===== config.mk =====
export PLATFORM = sky130hd
export DESIGN_NAME = aa_sample_sequencer
export DESIGN_NICKNAME = d
export VERILOG_FILES = /design/src/rtl/aa_pkg.sv /design/src/rtl/aa_coord_gen.sv /design/src/rtl/aa_sample_sequencer.sv
export SDC_FILE = /design/constraint.sdc
export NUM_CORES = 1
export LEC_CHECK = 0
export ABC_CLOCK_PERIOD_IN_PS = 9820
export BUFFER_PORTS_ARGS = -buffer_cell sky130_fd_sc_hd__buf_2
export CAP_MARGIN = 20
export CORE_ASPECT_RATIO = 0.75
export CORE_UTILIZATION = 30
export CTS_CLUSTER_DIAMETER = 150
export CTS_CLUSTER_SIZE = 25
export DETAILED_ROUTE_END_ITERATION = 6
export MAX_ROUTING_LAYER = met4
export PLACE_DENSITY = 0.57
export SLEW_MARGIN = 5
export SYNTH_ARGS = -nofsm -noshare
export SYNTH_HDL_FRONTEND = slang
export SYNTH_SLANG_ARGS = --single-unit

===== constraint.sdc =====
create_clock -name clk -period 9.82 [get_ports clk]
set_clock_uncertainty 0.2 [all_clocks]
set_input_delay 1.964 -clock clk [delete_from_list [all_inputs] [get_ports clk]]
set_output_delay 1.964 -clock clk [all_outputs]
set_load 0.02 [all_outputs]

===== src/rtl/aa_pkg.sv =====
// Shared types, kernel tables and accumulator helpers for the 3x3 AA sequencer.
// Kernel offsets are raster ordered; weights are 1/2/4 binomial, summing to 16.
package aa_pkg;

    typedef enum logic [1:0] {
        ST_IDLE,
        ST_SAMPLE,
        ST_DONE
    } state_t;

    typedef logic [3:0] idx_t;

    localparam int   ACC_BITS = 12;
    localparam int   ROUND    = 8;
    localparam idx_t LAST_IDX = 4'd8;

    function automatic logic signed [1:0] kern_dx(input idx_t i);
        case (i)
            4'd0, 4'd3, 4'd6: kern_dx = 2'sb11;
            4'd1, 4'd4, 4'd7: kern_dx = 2'sb00;
            default:          kern_dx = 2'sb01;
        endcase
    endfunction

    function automatic logic signed [1:0] kern_dy(input idx_t i);
        case (i)
            4'd0, 4'd1, 4'd2: kern_dy = 2'sb11;
            4'd3, 4'd4, 4'd5: kern_dy = 2'sb00;
            default:          kern_dy = 2'sb01;
        endcase
    endfunction

    function automatic logic [2:0] kern_w(input idx_t i);
        case (i)
            4'd4:                   kern_w = 3'd4;
            4'd1, 4'd3, 4'd5, 4'd7: kern_w = 3'd2;
            default:                kern_w = 3'd1;
        endcase
    endfunction

    function automatic logic [ACC_BITS-1:0] mac(
        input logic [ACC_BITS-1:0] acc,
        input idx_t                i,
        input logic [7:0]          s
    );
        mac = acc + ACC_BITS'(kern_w(i)) * ACC_BITS'(s);
    endfunction

    function automatic logic [7:0] round16(input logic [ACC_BITS-1:0] acc);
        logic [ACC_BITS-1:0] t;
        t = acc + ACC_BITS'(ROUND);
        round16 = t[ACC_BITS-1:4];
    endfunction

endpackage


===== src/rtl/aa_coord_gen.sv =====
// Neighbour coordinate generator for one kernel tap.
// AA_EDGE_CLAMP_EN: replicate edge pixels; otherwise coordinates wrap.
module aa_coord_gen
    import aa_pkg::*;
#(
    parameter int SCREEN_WIDTH       = 1024,
    parameter int SCREEN_HEIGHT      = 768,
    parameter int SCREEN_WIDTH_BITS  = 11,
    parameter int SCREEN_HEIGHT_BITS = 10
) (
    input  logic [SCREEN_WIDTH_BITS-1:0]  i_x,
    input  logic [SCREEN_HEIGHT_BITS-1:0] i_y,
    input  idx_t                          i_idx,
    output logic [SCREEN_WIDTH_BITS-1:0]  o_x,
    output logic [SCREEN_HEIGHT_BITS-1:0] o_y
);
    localparam int WB = SCREEN_WIDTH_BITS;
    localparam int HB = SCREEN_HEIGHT_BITS;

    logic signed [1:0] w_dx;
    logic signed [1:0] w_dy;
    logic [WB:0]       w_sx;
    logic [HB:0]       w_sy;

    assign w_dx = kern_dx(i_idx);
    assign w_dy = kern_dy(i_idx);

    // One extra bit so that -1 and +SIZE are visible before truncation
    assign w_sx = {1'b0, i_x} + {{(WB-1){w_dx[1]}}, w_dx};
    assign w_sy = {1'b0, i_y} + {{(HB-1){w_dy[1]}}, w_dy};

`ifdef AA_EDGE_CLAMP_EN
    always_comb begin
        o_x = w_sx[WB-1:0];
        if (w_dx[1] && i_x == '0)
            o_x = '0;
        else if (w_sx >= (WB+1)'(SCREEN_WIDTH))
            o_x = WB'(SCREEN_WIDTH - 1);
    end

    always_comb begin
        o_y = w_sy[HB-1:0];
        if (w_dy[1] && i_y == '0)
            o_y = '0;
        else if (w_sy >= (HB+1)'(SCREEN_HEIGHT))
            o_y = HB'(SCREEN_HEIGHT - 1);
    end
`else
    assign o_x = w_sx[WB-1:0];
    assign o_y = w_sy[HB-1:0];
`endif

endmodule


===== src/rtl/aa_sample_sequencer.sv =====
// Sequences one shared pixel evaluator over a 3x3 neighbourhood and filters it.
// Edge handling is selected by the AA_EDGE_CLAMP_EN macro (see aa_coord_gen).
module aa_sample_sequencer
    import aa_pkg::*;
#(
    parameter int SCREEN_WIDTH       = 1024,
    parameter int SCREEN_HEIGHT      = 768,
    parameter int SCREEN_WIDTH_BITS  = 11,
    parameter int SCREEN_HEIGHT_BITS = 10
) (
    input  logic                          clk,
    input  logic                          rst,
    input  logic                          pix_valid,
    output logic                          pix_ready,
    input  logic [SCREEN_WIDTH_BITS-1:0]  x,
    input  logic [SCREEN_HEIGHT_BITS-1:0] y,
    output logic                          sample_en,
    output logic [SCREEN_WIDTH_BITS-1:0]  sample_x,
    output logic [SCREEN_HEIGHT_BITS-1:0] sample_y,
    input  logic [7:0]                    sample_r,
    input  logic [7:0]                    sample_g,
    input  logic [7:0]                    sample_b,
    output logic                          out_valid,
    input  logic                          out_ready,
    output logic [7:0]                    r_new,
    output logic [7:0]                    g_new,
    output logic [7:0]                    b_new
);
    state_t                          r_state;
    idx_t                            r_idx;
    logic [SCREEN_WIDTH_BITS-1:0]    r_x;
    logic [SCREEN_HEIGHT_BITS-1:0]   r_y;
    logic [ACC_BITS-1:0]             r_acc_r;
    logic [ACC_BITS-1:0]             r_acc_g;
    logic [ACC_BITS-1:0]             r_acc_b;

    logic [SCREEN_WIDTH_BITS-1:0]    w_base_x;
    logic [SCREEN_HEIGHT_BITS-1:0]   w_base_y;
    idx_t                            w_gen_idx;
    logic [SCREEN_WIDTH_BITS-1:0]    w_gen_x;
    logic [SCREEN_HEIGHT_BITS-1:0]   w_gen_y;
    logic [ACC_BITS-1:0]             w_sum_r;
    logic [ACC_BITS-1:0]             w_sum_g;
    logic [ACC_BITS-1:0]             w_sum_b;

    // Sample coordinates are registered one tap ahead of the accumulation
    assign w_base_x  = (r_state == ST_IDLE) ? x : r_x;
    assign w_base_y  = (r_state == ST_IDLE) ? y : r_y;
    assign w_gen_idx = (r_state == ST_IDLE) ? '0 : r_idx + 4'd1;

    assign w_sum_r = mac(r_acc_r, r_idx, sample_r);
    assign w_sum_g = mac(r_acc_g, r_idx, sample_g);
    assign w_sum_b = mac(r_acc_b, r_idx, sample_b);

    aa_coord_gen #(
        .SCREEN_WIDTH      (SCREEN_WIDTH),
        .SCREEN_HEIGHT     (SCREEN_HEIGHT),
        .SCREEN_WIDTH_BITS (SCREEN_WIDTH_BITS),
        .SCREEN_HEIGHT_BITS(SCREEN_HEIGHT_BITS)
    ) u_coord_gen (
        .i_x  (w_base_x),
        .i_y  (w_base_y),
        .i_idx(w_gen_idx),
        .o_x  (w_gen_x),
        .o_y  (w_gen_y)
    );

    always_ff @(posedge clk) begin
        if (rst) begin
            r_state   <= ST_IDLE;
            r_idx     <= '0;
            r_x       <= '0;
            r_y       <= '0;
            r_acc_r   <= '0;
            r_acc_g   <= '0;
            r_acc_b   <= '0;
            pix_ready <= 1'b0;
            sample_en <= 1'b0;
            sample_x  <= '0;
            sample_y  <= '0;
            out_valid <= 1'b0;
            r_new     <= '0;
            g_new     <= '0;
            b_new     <= '0;
        end else begin
            case (r_state)
                ST_IDLE: begin
                    pix_ready <= 1'b1;
                    if (pix_ready && pix_valid) begin
                        r_x       <= x;
                        r_y       <= y;
                        r_idx     <= '0;
                        r_acc_r   <= '0;
                        r_acc_g   <= '0;
                        r_acc_b   <= '0;
                        sample_x  <= w_gen_x;
                        sample_y  <= w_gen_y;
                        sample_en <= 1'b1;
                        pix_ready <= 1'b0;
                        r_state   <= ST_SAMPLE;
                    end
                end
                ST_SAMPLE: begin
                    r_acc_r <= w_sum_r;
                    r_acc_g <= w_sum_g;
                    r_acc_b <= w_sum_b;
                    if (r_idx == LAST_IDX) begin
                        sample_en <= 1'b0;
                        out_valid <= 1'b1;
                        r_new     <= round16(w_sum_r);
                        g_new     <= round16(w_sum_g);
                        b_new     <= round16(w_sum_b);
                        r_state   <= ST_DONE;
                    end else begin
                        r_idx    <= r_idx + 4'd1;
                        sample_x <= w_gen_x;
                        sample_y <= w_gen_y;
                    end
                end
                ST_DONE: begin
                    if (out_ready) begin
                        out_valid <= 1'b0;
                        pix_ready <= 1'b1;
                        r_state   <= ST_IDLE;
                    end
                end
                default: begin
                    r_state <= ST_IDLE;
                end
            endcase
        end
    end

endmodule


# == Word-level counts from Yosys, hierarchy flattened ==
# Cells that the tools add are included.
# op_classes
addsub,9
mul,3
eq_ne,19
mux,32
reduce_logical,19
# op_table
op,n
12-bit case mux with 2 select lines,3
12-bit by 11-bit adder with 12-bit output,3
"12-bit by 4-bit adder with 12-bit output, second input constant",3
3-bit by 8-bit multiplier with 11-bit output,3
11-bit 2-to-1 mux,3
10-bit 2-to-1 mux,3
"4-bit by 3-bit equality test with 1-bit output, second input constant",7
11-bit case mux with 2 select lines,1
10-bit case mux with 2 select lines,1
"4-bit by 2-bit equality test with 1-bit output, second input constant",3
12-bit 2-to-1 mux,1
4-bit 2-to-1 mux,3
3-bit AND reduction,4
3-bit OR reduction,4
11-bit adder,1
10-bit adder,1
"4-bit by 1-bit equality test with 1-bit output, second input constant",2
2-bit case mux with 2 select lines,2
4-bit case mux with 2 select lines,1
2-bit AND reduction,4
1-bit 2-to-1 mux,6
2-bit 2-to-1 mux,3
"2-bit inequality test, second input constant",3
1-bit case mux with 2 select lines,3
12 further kinds,14
# totals
regBits,111
output_inout_bits,48
elab_cells,97

# == Logic depth before layout (Yosys ltp) ==
# logic_depth
ltp_word,8
depth_mapped,21
mapped_depth_nobuf,19

# == Hierarchy ==
# A second synthesis with hierarchy kept.
# unflattened
cells_unflattened,1071
area_unflattened_um2,8765.9
# by_module_without_submodules
module,instances,cells_each,area_per_inst_um2
aa_sample_sequencer,1,951,7833.8
aa_coord_gen,1,120,932.1

# == Worst setup path after synthesis ==
# Ideal clock, no wire load.
# synth_timing
kind,input to register
startpoint,in sample_r[1]
endpoint,reg r_new[5]
setup_time_ps,88
t_arrival_ps,5267
path_slack_ps,4265
stages,12
cell_sequence,and2_1 -> fa_1 -> inv_1 -> fa_1 -> inv_1 -> ha_1 -> nor2b_4 -> o31a_4 -> o21ai_2 -> mux2_2 -> or4_4 -> a311oi_2
# synth_via
elab_chain_len,3
# synth_lines
item,line,text
"start, declared",aa_sample_sequencer.sv:20,"input logic [7:0] sample_r,"
3-bit by 8-bit multiplier with 11-bit output,aa_pkg.sv:46,mac = acc + ACC_BITS'(kern_w(i)) * ACC_BITS'(s);
12-bit by 11-bit adder with 12-bit output,aa_pkg.sv:46,
12-bit by 4-bit adder with 12-bit output,aa_pkg.sv:51,t = acc + ACC_BITS'(ROUND);
"end signal, assigned",aa_sample_sequencer.sv:110,r_new <= round16(w_sum_r);
"end, declared",aa_sample_sequencer.sv:25,"output logic [7:0] r_new,"
# Every way passes these cells.
# A chain may end at the register's enable or synchronous reset.

# == Worst setup path after layout ==
# layout_timing
startpoint,reg r_idx[0]
endpoint,reg r_new[7]
# layout_via
elab_chain_len,6
# layout_lines
item,line,text
"start, declared",aa_sample_sequencer.sv:30,idx_t r_idx;
"start signal, assigned",aa_sample_sequencer.sv:115,r_idx <= r_idx + 4'd1;
4-bit by 1-bit equality test with 1-bit output (tied with other cells),aa_pkg.sv:34,case (i)
4-bit OR reduction,aa_pkg.sv:34,
3-bit case mux with 2 select lines,aa_pkg.sv:34,
3-bit by 8-bit multiplier with 11-bit output,aa_pkg.sv:46,
12-bit by 11-bit adder with 12-bit output,aa_pkg.sv:46,
12-bit by 4-bit adder with 12-bit output,aa_pkg.sv:51,
# Parallel ways exist; a longest one is shown, timed or not.

==> results.yml <==
outcome:
  status: "finished clean"
power:
  vdd_ir_drop_max_uv: 80.9
  p_total_uw: 1360
  p_leak_uw: 0.00453
  power_density_nw_per_um2: 132
cells_and_area:
  multiInputGateArea_um2: 6190
  drive_above_1_share: 0.148
  nNetsFinal: 1351
  area_growth_pct: 12.3
  post-route-util: 0.348
  layout_commonest_cell: "inv_1"
  fillerInstances: 3089
  final_cell_mix: "inv_1, nand2_1, dfxtp_1, buf_2, nor2_1"
  fin_cells: 1587
  ff_latch_area_um2: 2220
synth:
  synth_area_um2: 9150
  synth_edf_count: 0
  synth_top_area_share: 0.243
  yosysSeqAreaShare: 0.243
  syn_area_per_cell_um2: 8.10
  synth_warnings: 0
  synth_largest_area_cell: "dfxtp_1"
  synthFlopType: "dfxtp_1"
  syn-num-nets: 1293
  synthArstFlopShare: 0
  synthTopCellsByArea: "dfxtp_1, fa_1, ha_1"
  synth_cell_types: 84
  synthCells: 1130
  ys_ff_latch: 111
critical_path:
  cp.required_ns: 9.91
  worstPathMaxFanout: 25
  cp.arrival_ns: 5.90
  critPathLaunchType: "flop"
  cp-end-kind: "flop"
  worstSetupPathType: "flop to flop"
timing:
  setup_slack_ns: 4.01
  setup-tns-final_ns: 0
  max_slew_margin: 0.376
  fmax_ghz: 0.172
  worst_pin_slew_ns: 0.936
  layout_min_cycle_time_ns: 5.81
  setup_viol_count_final: 0
  slew_violations: 0
  rsz0062_at_grt: "no"
  fin_crit_sh: 0.592
  final-hold-violation-count: 0
die:
  die_width_um: 204
  num_rows: 54
  die_y_um: 153
  core-area_um2: 29500
  ioPinCount: 97
  fp.dieArea_um2: 31200
  start_util: 0.310
global_route:
  grt_pass1_vias: 7472
  antenna_found_initial: 2
  grt_remaining_overflow: 0
  grt_max_degree: 73
  grt_pass1_wl_um: 38800
  grt_use_total: 0.160
placement:
  dpl_worst_slack_ns: 3.96
  routabilityCongestion: 0.847
  portBuffers: 96
  dp.cells: 1568
  hpwl_um: 17200
route:
  drc_errors: 0
  viasPerCell: 4.91
  avgRoutedWirePerCell_um: 14.8
  drtIter0Drc: 418
  dr.pass1.iters: 5
  routed_wl_um: 23500
  ant_nets: 0
  via_count: 7798
clock_tree:
  ctsResizeCount: 0
  h-tree-depth: 3
  clk_latency_ns: 0.37
  hold_buffers: 0
  clockBufferDepth: 2
  clk_pin_slew_worst_paths_ns: 0.08
  cts_buffers: 9
  root_buffer: "clkbuf_16"
  cts_tree: "built"
  post_cts_buffers: 0
  cts.sinks: 111
job:
  cap_violations: 0
worst_hold_path:
  hold_class: "flop to flop"
-- kinds of logic (layout without fill, tap and decap cells) --
| family | after synthesis | after routing | synth area share |
|---|---|---|---|
| other cells | 0 | 2 | 0 |
| fa+ha+maj | 114 | 114 | 0.194 |
| mux | 21 | 21 | 0.0257 |
| compound gates | 259 | 259 | 0.197 |
| buf+inv | 190 | 253 | 0.0823 |
| flops | 111 | 111 | 0.243 |
| simple gates | 387 | 387 | 0.212 |
| xor+xnor | 48 | 48 | 0.0467 |
-- flip-flops by register name (all words and copies together) (netlist names), 10 cells and up --
register / cells
r_x: 11
sample_y: 10
sample_x: 11
r_acc_g: 12
r_acc_r: 12
r_acc_b: 12
r_y: 10
-- synthesized netlist by cell type (all sizes together) (6+ instances only) --
cell type and count:
and3 12, o211ai 7, or3 10, inv 130, a21oi 74, nand2b 7, nor3b 8, and2 65
nor2 97, a211oi 27, nand4 9, nor2b 13, xnor2 29, xor2 19, o21a 13, nor3 13
ha 67, o21ai 32, a21o 26, mux2 20, a211o 6, nand2 115, fa 47, a22oi 30
nand3 17, clkbuf 55, dfxtp 111
-- stage by stage --
| stage | area [um^2] | hold slack (ns) |
|---|---|---|
| floorplan | 9150 | 0.234 |
| global placement | 9950 | 0.239 |
| detailed placement | 9950 | 0.240 |
| CTS | 10300 | 0.252 |
| global route | 10300 | 0.280 |
| finish | 10300 | 0.249 |
-- where the power goes --
group	internal, uW	leakage, uW	total [uW]	switching (uW)
clock network	207	0.000143	396	189
registers	474	0.000901	489	14.9
logic	188	0.00349	472	285
-- cell type report --
| type | instances | share of cell area |
|---|---|---|
| well taps | 392 | 0.0477 |
| clock buffers | 11 | 0.0236 |
| flip-flops and latches | 111 | 0.216 |
| diodes | 2 | 0.000487 |
| inverters | 130 | 0.0475 |
| repair buffers | 107 | 0.0562 |
| multi-input cells | 829 | 0.602 |
| clock inverters | 5 | 0.00608 |
-- routing by layer --
layer,wire [um],up-vias,track usage
met5,0,-,-
met4,253,0,0.0412
met3,763,15,0.0243
met2,9850,109,0.229
met1,12700,3721,0.231
li1,-,3953,-
-- path summary, 6_finish.rpt --
path	start	to	slack [ns]	cells after the start
setup / recovery	r_idx[0]	r_new[7]	4.01	19
hold / removal	sample_y[4]	sample_y[4]	0.25	2
setup reg to reg	r_idx[0]	r_new[7]	4.01	19
hold reg to reg	sample_y[4]	sample_y[4]	0.25	2
-- critical path, stage by stage (launching register included) --
cell and delay, ns:
dfxtp_1 0.63, ha_1 0.45, nor2_1 0.09, nor2_1 0.09, buf_4 0.34, nor2_1 0.18, buf_4 0.24, and2_1 0.19
fa_1 0.50, inv_1 0.06, fa_1 0.50, inv_1 0.04, ha_1 0.39, nor2b_4 0.18, o31a_4 0.29, o211a_1 0.26
o21a_1 0.19, o311ai_1 0.44, o21ai_0 0.19, a311oi_2 0.27
Power figures use the tool's default switching activity.
